==> src/rtl/simt_pc_stack_if.sv <==
// Decode/scheduler-side bus of the SIMT program-counter stack.
// The master modport is the core driving decode info; the slave modport is the PC stack.
interface simt_pc_stack_if #(
  parameter int THREADS_PER_BLOCK     = 4,
  parameter int PROGRAM_MEM_ADDR_BITS = 8,
  parameter int DATA_MEM_DATA_BITS    = 8,
  parameter int STACK_DEPTH           = 4
);
  localparam int DW = $clog2(STACK_DEPTH + 1);

  logic                             launch;
  logic [THREADS_PER_BLOCK-1:0]     thread_enable;
  logic [2:0]                       core_state;
  logic                             decoded_pc_mux;
  logic [2:0]                       decoded_nzp;
  logic [DATA_MEM_DATA_BITS-1:0]    decoded_immediate;
  logic [PROGRAM_MEM_ADDR_BITS-1:0] decoded_reconv_pc;
  logic [3*THREADS_PER_BLOCK-1:0]   nzp;

  logic [PROGRAM_MEM_ADDR_BITS-1:0] current_pc;
  logic [THREADS_PER_BLOCK-1:0]     active_mask;
  logic [DW-1:0]                    stack_depth;
  logic                             stack_overflow;

  modport master (
    output launch, thread_enable, core_state, decoded_pc_mux, decoded_nzp,
           decoded_immediate, decoded_reconv_pc, nzp,
    input  current_pc, active_mask, stack_depth, stack_overflow
  );

  modport slave (
    input  launch, thread_enable, core_state, decoded_pc_mux, decoded_nzp,
           decoded_immediate, decoded_reconv_pc, nzp,
    output current_pc, active_mask, stack_depth, stack_overflow
  );
endinterface

==> src/rtl/simt_pc_stack.sv <==
// Shared per-block PC with SIMT branch divergence and a reconvergence stack.
// Divergent paths are serialised; each path pops back when it reaches its reconvergence PC.
module simt_pc_stack #(
  parameter int THREADS_PER_BLOCK     = 4,
  parameter int PROGRAM_MEM_ADDR_BITS = 8,
  parameter int DATA_MEM_DATA_BITS    = 8,
  parameter int STACK_DEPTH           = 4
) (
  input logic             clk,
  input logic             reset,
  simt_pc_stack_if.slave  bus
);
  localparam int T  = THREADS_PER_BLOCK;
  localparam int PW = PROGRAM_MEM_ADDR_BITS;
  localparam int DW = $clog2(STACK_DEPTH + 1);
  localparam logic [2:0] EXECUTE = 3'b101;

  typedef struct packed {
    logic [PW-1:0] pc;
    logic [T-1:0]  mask;
    logic [PW-1:0] rpc;
  } entry_t;

  entry_t        active_q;
  entry_t        stack_q [STACK_DEPTH];
  logic [DW-1:0] depth_q;
  logic          overflow_q;

  logic [T-1:0]  taken;
  logic [T-1:0]  not_taken;
  logic [PW-1:0] seq_pc;
  logic [PW-1:0] tgt_pc;
  logic [PW-1:0] recon_pc;
  logic [PW-1:0] cand_pc;
  logic          execute;
  logic          any_taken;
  logic          divergent;
  logic          single_push;
  logic [DW-1:0] pushes_needed;
  logic [DW-1:0] free_slots;
  logic          no_room;
  logic          do_pop;
  logic          push_en;
  entry_t        tos;

  always_comb begin
    taken = '0;
    for (int i = 0; i < T; i++) begin
      taken[i] = active_q.mask[i] & (|(bus.nzp[3*i +: 3] & bus.decoded_nzp));
    end
  end

  assign not_taken = active_q.mask & ~taken;
  assign seq_pc    = active_q.pc + PW'(1);
  assign tgt_pc    = bus.decoded_immediate[PW-1:0];
  assign recon_pc  = bus.decoded_reconv_pc;
  assign execute   = (bus.core_state == EXECUTE) && (active_q.mask != '0);
  assign any_taken = |taken;

  assign divergent = bus.decoded_pc_mux && any_taken && (taken != active_q.mask)
                     && (tgt_pc != seq_pc);
  assign cand_pc   = (bus.decoded_pc_mux && any_taken) ? tgt_pc : seq_pc;

  // A path that falls straight into the reconvergence point needs no stack entry of its own.
  assign single_push   = (seq_pc == recon_pc) || (tgt_pc == recon_pc);
  assign pushes_needed = single_push ? DW'(1) : DW'(2);
  assign free_slots    = DW'(STACK_DEPTH) - depth_q;
  assign no_room       = pushes_needed > free_slots;

  assign do_pop  = !divergent && (depth_q != '0) && (cand_pc == active_q.rpc);
  assign push_en = execute && !bus.launch && divergent && !no_room;

  always_comb begin
    tos = '0;
    for (int i = 0; i < STACK_DEPTH; i++) begin
      if (DW'(i) == depth_q - DW'(1)) tos = stack_q[i];
    end
  end

  always_ff @(posedge clk or negedge reset) begin
    if (!reset) begin
      active_q   <= '0;
      depth_q    <= '0;
      overflow_q <= 1'b0;
    end else if (bus.launch) begin
      active_q   <= '{pc: '0, mask: bus.thread_enable, rpc: '0};
      depth_q    <= '0;
      overflow_q <= 1'b0;
    end else if (execute) begin
      if (divergent) begin
        if (no_room) begin
          overflow_q  <= 1'b1;
          active_q.pc <= tgt_pc;
        end else if (seq_pc == recon_pc) begin
          active_q <= '{pc: tgt_pc, mask: taken, rpc: recon_pc};
          depth_q  <= depth_q + DW'(1);
        end else if (tgt_pc == recon_pc) begin
          active_q <= '{pc: seq_pc, mask: not_taken, rpc: recon_pc};
          depth_q  <= depth_q + DW'(1);
        end else begin
          active_q <= '{pc: seq_pc, mask: not_taken, rpc: recon_pc};
          depth_q  <= depth_q + DW'(2);
        end
      end else if (do_pop) begin
        active_q <= tos;
        depth_q  <= depth_q - DW'(1);
      end else begin
        active_q.pc <= cand_pc;
      end
    end
  end

  // Stack contents need no reset; the depth counter alone decides which entries are live.
  always_ff @(posedge clk) begin
    if (push_en) begin
      for (int i = 0; i < STACK_DEPTH; i++) begin
        if (DW'(i) == depth_q) begin
          stack_q[i] <= '{pc: recon_pc, mask: active_q.mask, rpc: active_q.rpc};
        end
        if (!single_push && (DW'(i) == depth_q + DW'(1))) begin
          stack_q[i] <= '{pc: tgt_pc, mask: taken, rpc: recon_pc};
        end
      end
    end
  end

  assign bus.current_pc     = active_q.pc;
  assign bus.active_mask    = active_q.mask;
  assign bus.stack_depth    = depth_q;
  assign bus.stack_overflow = overflow_q;
endmodule

==> src/flat_wrapper.sv <==
// flat-port wrapper written by rule: the top's interface ports become plain ports
module simt_pc_stack_flat 
#(
  parameter int THREADS_PER_BLOCK     = 4,
  parameter int PROGRAM_MEM_ADDR_BITS = 8,
  parameter int DATA_MEM_DATA_BITS    = 8,
  parameter int STACK_DEPTH           = 4
)
  (clk, reset, bus_launch, bus_thread_enable, bus_core_state, bus_decoded_pc_mux, bus_decoded_nzp, bus_decoded_immediate, bus_decoded_reconv_pc, bus_nzp, bus_current_pc, bus_active_mask, bus_stack_depth, bus_stack_overflow);
  simt_pc_stack_if #(.THREADS_PER_BLOCK(THREADS_PER_BLOCK), .PROGRAM_MEM_ADDR_BITS(PROGRAM_MEM_ADDR_BITS), .DATA_MEM_DATA_BITS(DATA_MEM_DATA_BITS), .STACK_DEPTH(STACK_DEPTH)) bus_i ();
  input logic clk;
  input logic reset;
  input wire logic [$bits(bus_i.launch)-1:0] bus_launch;
  input wire logic [$bits(bus_i.thread_enable)-1:0] bus_thread_enable;
  input wire logic [$bits(bus_i.core_state)-1:0] bus_core_state;
  input wire logic [$bits(bus_i.decoded_pc_mux)-1:0] bus_decoded_pc_mux;
  input wire logic [$bits(bus_i.decoded_nzp)-1:0] bus_decoded_nzp;
  input wire logic [$bits(bus_i.decoded_immediate)-1:0] bus_decoded_immediate;
  input wire logic [$bits(bus_i.decoded_reconv_pc)-1:0] bus_decoded_reconv_pc;
  input wire logic [$bits(bus_i.nzp)-1:0] bus_nzp;
  output wire logic [$bits(bus_i.current_pc)-1:0] bus_current_pc;
  output wire logic [$bits(bus_i.active_mask)-1:0] bus_active_mask;
  output wire logic [$bits(bus_i.stack_depth)-1:0] bus_stack_depth;
  output wire logic [$bits(bus_i.stack_overflow)-1:0] bus_stack_overflow;
  assign bus_i.launch = bus_launch;
  assign bus_i.thread_enable = bus_thread_enable;
  assign bus_i.core_state = bus_core_state;
  assign bus_i.decoded_pc_mux = bus_decoded_pc_mux;
  assign bus_i.decoded_nzp = bus_decoded_nzp;
  assign bus_i.decoded_immediate = bus_decoded_immediate;
  assign bus_i.decoded_reconv_pc = bus_decoded_reconv_pc;
  assign bus_i.nzp = bus_nzp;
  assign bus_current_pc = bus_i.current_pc;
  assign bus_active_mask = bus_i.active_mask;
  assign bus_stack_depth = bus_i.stack_depth;
  assign bus_stack_overflow = bus_i.stack_overflow;
  simt_pc_stack #(.THREADS_PER_BLOCK(THREADS_PER_BLOCK), .PROGRAM_MEM_ADDR_BITS(PROGRAM_MEM_ADDR_BITS), .DATA_MEM_DATA_BITS(DATA_MEM_DATA_BITS), .STACK_DEPTH(STACK_DEPTH)) u_core (.clk(clk), .reset(reset), .bus(bus_i));
endmodule
==> config.mk <==
export PLATFORM = sky130hd
export DESIGN_NAME = simt_pc_stack_flat
export DESIGN_NICKNAME = d
export VERILOG_FILES = /design/src/rtl/simt_pc_stack_if.sv /design/src/rtl/simt_pc_stack.sv /design/src/flat_wrapper.sv
export SDC_FILE = /design/constraint.sdc
export NUM_CORES = 1
export LEC_CHECK = 0
export ABC_CLOCK_PERIOD_IN_PS = 5030
export CAP_MARGIN = 20
export CORE_ASPECT_RATIO = 1.75
export CORE_MARGIN = 1.5
export CORE_UTILIZATION = 53
export DETAILED_ROUTE_END_ITERATION = 6
export GPL_TIMING_DRIVEN = 0
export PLACE_DENSITY = 0.74
export SYNTH_ARGS = -nofsm -noshare
export SYNTH_HDL_FRONTEND = slang
export SYNTH_SLANG_ARGS = --single-unit
==> constraint.sdc <==
create_clock -name clk -period 5.03 [get_ports clk]
set_input_delay 0.503 -clock clk [delete_from_list [all_inputs] [get_ports clk]]
set_output_delay 0.503 -clock clk [all_outputs]
set_load 0.005 [all_outputs]
==> results of run 1 <==
-- cells in the mapped netlist, types with 4 or more instances --
library cell	count
edfxtp_1	80
mux2_2	75
nor2_1	45
clkbuf_1	38
a21oi_1	34
a222oi_1	24
dfrtp_1	24
xnor2_1	24
nor3_1	23
inv_1	18
mux2i_1	17
xor2_1	17
nand2_1	14
buf_4	13
ha_1	12
a31oi_1	11
o21ai_0	11
buf_2	9
a211oi_1	8
buf_1	7
nand3_1	7
mux2_4	5
nand4_1	4
o31ai_1	4
or3_1	4
-- per-layer routing --
| layer | share of wire, % | track usage [%] |
|---|---|---|
| met1 | 35 | 33.26 |
| met2 | 52 | 53.42 |
| met3 | 6.7 | 5.811 |
| met4 | 6.4 | 18.89 |
| met5 | 0 | 0 |
-- power breakdown --
group          internal [W]  leakage (nW)  switching, W
registers          0.000982          1.05     0.0000667
clock network      0.000417         0.150      0.000320
logic              0.000338          1.64      0.000474
total               0.00174          2.84      0.000861
-- path summary, 6_finish.rpt --
| path | to | startpoint |
|---|---|---|
| max | u_core.stack_q[2][6] | bus_decoded_nzp[1] |
| min in group asynchronous | u_core.bus.current_pc[1] | reset |
| max reg2reg | u_core.stack_q[2][6] | u_core.bus.current_pc[1] |
| max in group asynchronous | u_core.bus.current_pc[3] | reset |
| min reg2reg | u_core.bus.stack_overflow | u_core.bus.stack_overflow |
| min | u_core.bus.stack_overflow | u_core.bus.stack_overflow |
-- critical path, stage by stage --
cell and delay (ns):
clkdlybuf4s50_1 0.46, a222oi_1 1.07, o22ai_1 0.25, o21ai_4 0.46, a21oi_1 0.14, o41ai_1 0.15
a21oi_1 0.26, and4_1 0.28, buf_2 0.20, nand2_2 0.25, buf_2 0.40, o31ai_4 0.24
buf_8 0.22
-- logic make-up after synthesis --
logic type                 Yosys count  share of synthesized area, %
xor gates and xnor gates            42                         5.799
AOI/OAI and AO/OA                  132                         14.93
and+or+nand+nor                    119                         8.964
DFF                                104                         45.48
muxes                               97                         16.51
buffers and inverters               86                         6.045
adders and majority gates           12                         2.274
-- flip-flops by register name, summed over array words and instances (netlist names) --
register and flops:
u_core.stack_q 80, u_core.active_q 8, u_core.bus.current_pc 8, u_core.bus.active_mask 4, u_core.bus.stack_depth 3, u_core.bus.stack_overflow 1
-- area by class of cell --
cell class                      instances  share of cell area (%)
Sequential cell                       104                   38.69
Tap cell                              165                   2.660
Buffer                                 68                   4.272
Timing Repair Buffer                   55                   7.867
Multi-Input combinational cell        402                   41.67
Clock inverter                          3                  0.6126
Clock buffer                           13                   3.353
Inverter                               18                  0.8705
-- metrics by stage --
step / setup slack (ns) / cells / util (%)
floorplan: 0.6673 / 592 / -
global placement: -1.446 / 806 / 60.48
detailed placement: -0.06328 / 812 / 61.76
CTS: 0.2733 / 828 / 64.31
global route: 0.04315 / 828 / 64.31
finish: 0.2520 / 828 / 64.31
==> impl_metrics.yaml, run 1 <==
clock_tree:
  cts_sinks: 104
  cts_buffers: 9
  cts_resized: 0
  cts_max_level: 3
  tritoncts: "done"
  cts.root.buffer_cell: "clkbuf_16"
  cts_hold_buf: 0
  clock_latency_ns: 0.36
  post_cts.repair.setup_buffers: 0
  clock_path_buffers: 2
  clk_pin_slew_worst_paths_ns: 0.07
timing:
  clock.fmax_mhz: 209.3
  min_period_over_period_pct: 94.99
  period_minus_slack_ns: 4.778
  finalSetupViolCount: 0
  hold_viol_final: 0
  rsz0062_at_grt: "no"
  relSlewSlack_pct: 14.94
  skew_ns: 0.007045
  slew_violations: 0
  holdWs_ns: 0.5214
  fin_tns_setup_ns: 0
  worstMarginPinSlew_ns: 1.276
worst_hold_path:
  hold_class: "flop to flop"
  min_delay_path_depth: 2
synth:
  yosysTopAreaCell: "edfxtp_1"
  yosysWarnings: 0
  synth_ff_type: "edfxtp_1"
  synth_area_mm2: 0.006603
  yosysUniqueCellTypes: 64
  synth-edff-count: 80
  synthCells: 592
  synth.area.top_cells: "edfxtp_1, mux2_2, dfrtp_1"
  yosysTopAreaCellShare_pct: 36.38
  async_flop_share_pct: 23.08
  synthesis.nets: 646
  ys_seq_elements: 104
  syn_area_per_cell_um2: 11.15
  ys_seq_area_share_pct: 45.48
layout:
  area_growth_pct: 17.55
  layout_commonest_cell: "edfxtp_1"
  multi_input_area_mm2: 0.003234
  final_area_mm2: 0.007761
  regArea_mm2: 0.003003
  drive_gt1_share_pct: 20.36
  fillCellCount: 1001
  final_cell_mix: "edfxtp_1, mux2_2, clkdlybuf4s50_1"
  diodes: 0
  nets: 712
routing:
  drt_iter0_markers: 671
  drc: 9
  drtAntennaViolNets: 0
  num_vias: 5420
  post_drt_wl_per_cell_um: 23.73
  wl_mm: 19.65
  via_per_inst: 6.546
  first_pass_iters: 7
power:
  peakVddDrop_uv: 189.0
  fin_total_pwr_w: 0.002598
  power_leakage_nw: 2.839
  power.density_mw_per_mm2: 334.7
critical_path:
  crit_type: "input port to flop"
  required_ns: 5.14
  ff2ff_setup_slack_ns: 0.44
  arrival_ns: 4.89
  reg2reg_depth: 15
  start_kind: "input port"
  cp_max_fo: 12
  end_kind: "flop"
placed_design:
  io_buffers: 49
  placement.cell_area_mm2: 0.007453
  place_hpwl_mm: 14.39
  gp_congestion: 0.9025
die:
  die_y_um: 150.7
  num_rows: 53
  dieArea_mm2: 0.01316
  core_mm2: 0.01207
  num_io_pins: 58
  fp.dieW_um: 87.37
  start_util_pct: 54.71
global_route:
  antenna_found_initial: 0
  grtUsageTotal_pct: 30.53
  grt_pass1_vias: 5569
  grt_pass1_wl_mm: 29.75
  grt_max_degree: 17
  gr-total-overflow: 0
status:
  status: "finished with violations"
  violations: "design-rule violations"
flow_run:
  drv_cap: 0
Note: power is estimated with default switching activity, not from simulation.
==> run 2, diff against run 1 <==
--- a/config.mk
+++ b/config.mk
@@ -11,6 +11,7 @@
 export CORE_MARGIN = 1.5
 export CORE_UTILIZATION = 53
 export DETAILED_ROUTE_END_ITERATION = 6
+export GPL_ROUTABILITY_DRIVEN = 0
 export GPL_TIMING_DRIVEN = 0
 export PLACE_DENSITY = 0.74
 export SYNTH_ARGS = -nofsm -noshare
==> run 2 against run 1 <==
The flow still finishes with violations (design-rule violations). First-iteration DRC count fell by 25%. Setup slack lost 0.073 ns. Count of clock-buffer cells in the layout down 4. Critical endpoint unchanged. Largest power group unchanged.
==> impl_metrics.yaml, run 2 (synthesis results as in run 1) <==
placed_design:
  io_buffers: 49
  placement.cell_area_mm2: 0.007451
  placedCellCount: 812
  place_hpwl_mm: 14.31
routing:
  num_vias: 5391
  drtAntennaViolNets: 0
  first_pass_iters: 7
  wl_mm: 19.67
  via_per_inst: 6.511
  drc: 8
  drt_iter0_markers: 503
  post_drt_wl_per_cell_um: 23.76
timing:
  finalSetupViolCount: 0
  slew_violations: 0
  worstMarginPinSlew_ns: 1.182
  rsz0062_at_grt: "no"
  period_minus_slack_ns: 4.851
  clock.fmax_mhz: 206.1
  skew_ns: 0.01244
  relSlewSlack_pct: 21.19
  min_period_over_period_pct: 96.45
  hold_viol_final: 0
critical_path:
  start_kind: "input port"
  crit_type: "input port to flop"
  cp_max_fo: 12
  cp_slowest_cell: "a222oi_1"
  crit_buf_inv: 4
  end_kind: "flop"
  arrival_ns: 4.97
  required_ns: 5.15
  worst_path_largest_cell_delay_ns: 1.01
  cp_cell_sequence: "clkdlybuf4s50_1 -> a222oi_1 -> o22ai_1 -> o21ai_4 -> a21oi_1 -> o41ai_1 -> a21oi_1 -> and4_1 -> buf_2 -> nand2_2 -> buf_2 -> o31ai_4 -> buf_8"
  crit_family: "compound AO/OA/AOI/OAI gates"
die:
  num_rows: 53
  fp.dieW_um: 87.37
  num_io_pins: 58
  start_util_pct: 54.71
  dieArea_mm2: 0.01316
  die_y_um: 150.7
  core_mm2: 0.01207
clock_tree:
  cts_buffers: 9
  post_cts.repair.setup_buffers: 0
  clk_pin_slew_worst_paths_ns: 0.07
  tritoncts: "done"
  cts_max_level: 3
  clock_latency_ns: 0.36
  cts_resized: 0
  cts_hold_buf: 0
  clock_path_buffers: 2
  cts_sinks: 104
  cts.root.buffer_cell: "clkbuf_16"
layout:
  layout_commonest_cell: "edfxtp_1"
  area_growth_pct: 17.93
  drive_gt1_share_pct: 20.66
  final_cell_mix: "edfxtp_1, mux2_2, clkdlybuf4s50_1"
  layout.cells.non_filler: 828
  final_util_pct: 64.51
  nets: 712
  top_register: "u_core.stack_q"
  largest_reg_flops: 80
  diodes: 0
  final_area_mm2: 0.007786
global_route:
  grt_max_degree: 20
  antenna_found_initial: 0
  grt_pass1_vias: 5747
  grtUsageTotal_pct: 31.37
  gr-total-overflow: 0
  grt_pass1_wl_mm: 30.57
worst_hold_path:
  hold_class: "flop to flop"
status:
  status: "finished with violations"
  violations: "design-rule violations"
power:
  power_leakage_nw: 2.853
  power.density_mw_per_mm2: 341.4
  peakVddDrop_uv: 204.1
flow_run:
  drv_cap: 0
-- run 2: area by class of cell --
type                       count  area [um^2]
sequential                   104         3003
multi-input combinational    402         3234
fill                         932         4283
buffer                        68        331.6
tap                          165        206.4
inverter                      18        67.56
clock buffer                   9        225.2
clock inverter                 7        110.1
timing repair buffer          55        608.1
-- run 2: metal layers --
metal	wire [um]	vias up	track usage (%)
met2	10230	316	53.46
met1	6821	2598	34.49
met5	0	-	0
met4	1394	0	23.33
met3	1226	105	4.825
li1	-	2372	-
-- run 2: power breakdown --
group          switching (W)  internal (W)
Sequential         0.0000686      0.000981
Clock               0.000343      0.000447
Combinational       0.000480      0.000338
-- run 2: worst reg2reg max path, delay by kind of cell, from the launching register on --
kind                       cells  cell delay [ns]
xor gates and xnor gates       1             0.26
and+or+nand+nor                5             1.47
AOI/OAI and AO/OA              3             1.07
buffers and inverters          3             0.82
DFF                            1             0.43
adders and majority gates      1             0.30
-- run 2: final timing paths --
check / startpoint / endpoint / slack [ns] / cells past startpoint
min in group asynchronous: reset / u_core.active_q[1] / 0.56 / 1
worst min register to register: u_core.bus.stack_overflow / u_core.bus.stack_overflow / 0.54 / 2
worst max-delay path: bus_decoded_nzp[1] / u_core.stack_q[2][6] / 0.18 / 13
max in group asynchronous: reset / u_core.bus.active_mask[1] / 3.93 / 2
worst min-delay path: u_core.bus.stack_overflow / u_core.bus.stack_overflow / 0.54 / 2
worst max register to register: u_core.bus.current_pc[1] / u_core.stack_q[2][6] / 0.43 / 13
-- run 2: metrics by stage --
| stage | setup TNS [ns] | setup slack (ns) | total power [W] | hold slack [ns] |
|---|---|---|---|---|
| after floorplan | 0 | 0.6673 | 0.001573 | 0.2074 |
| after global placement | -73.08 | -1.479 | 0.001818 | 0.4876 |
| after detailed placement | -2.315 | -0.1028 | 0.001857 | 0.5128 |
| after CTS | 0 | 0.2290 | 0.002635 | 0.5302 |
| after global routing | 0 | 0.0005467 | 0.002740 | 0.5761 |
| final | 0 | 0.1786 | 0.002658 | 0.5352 |
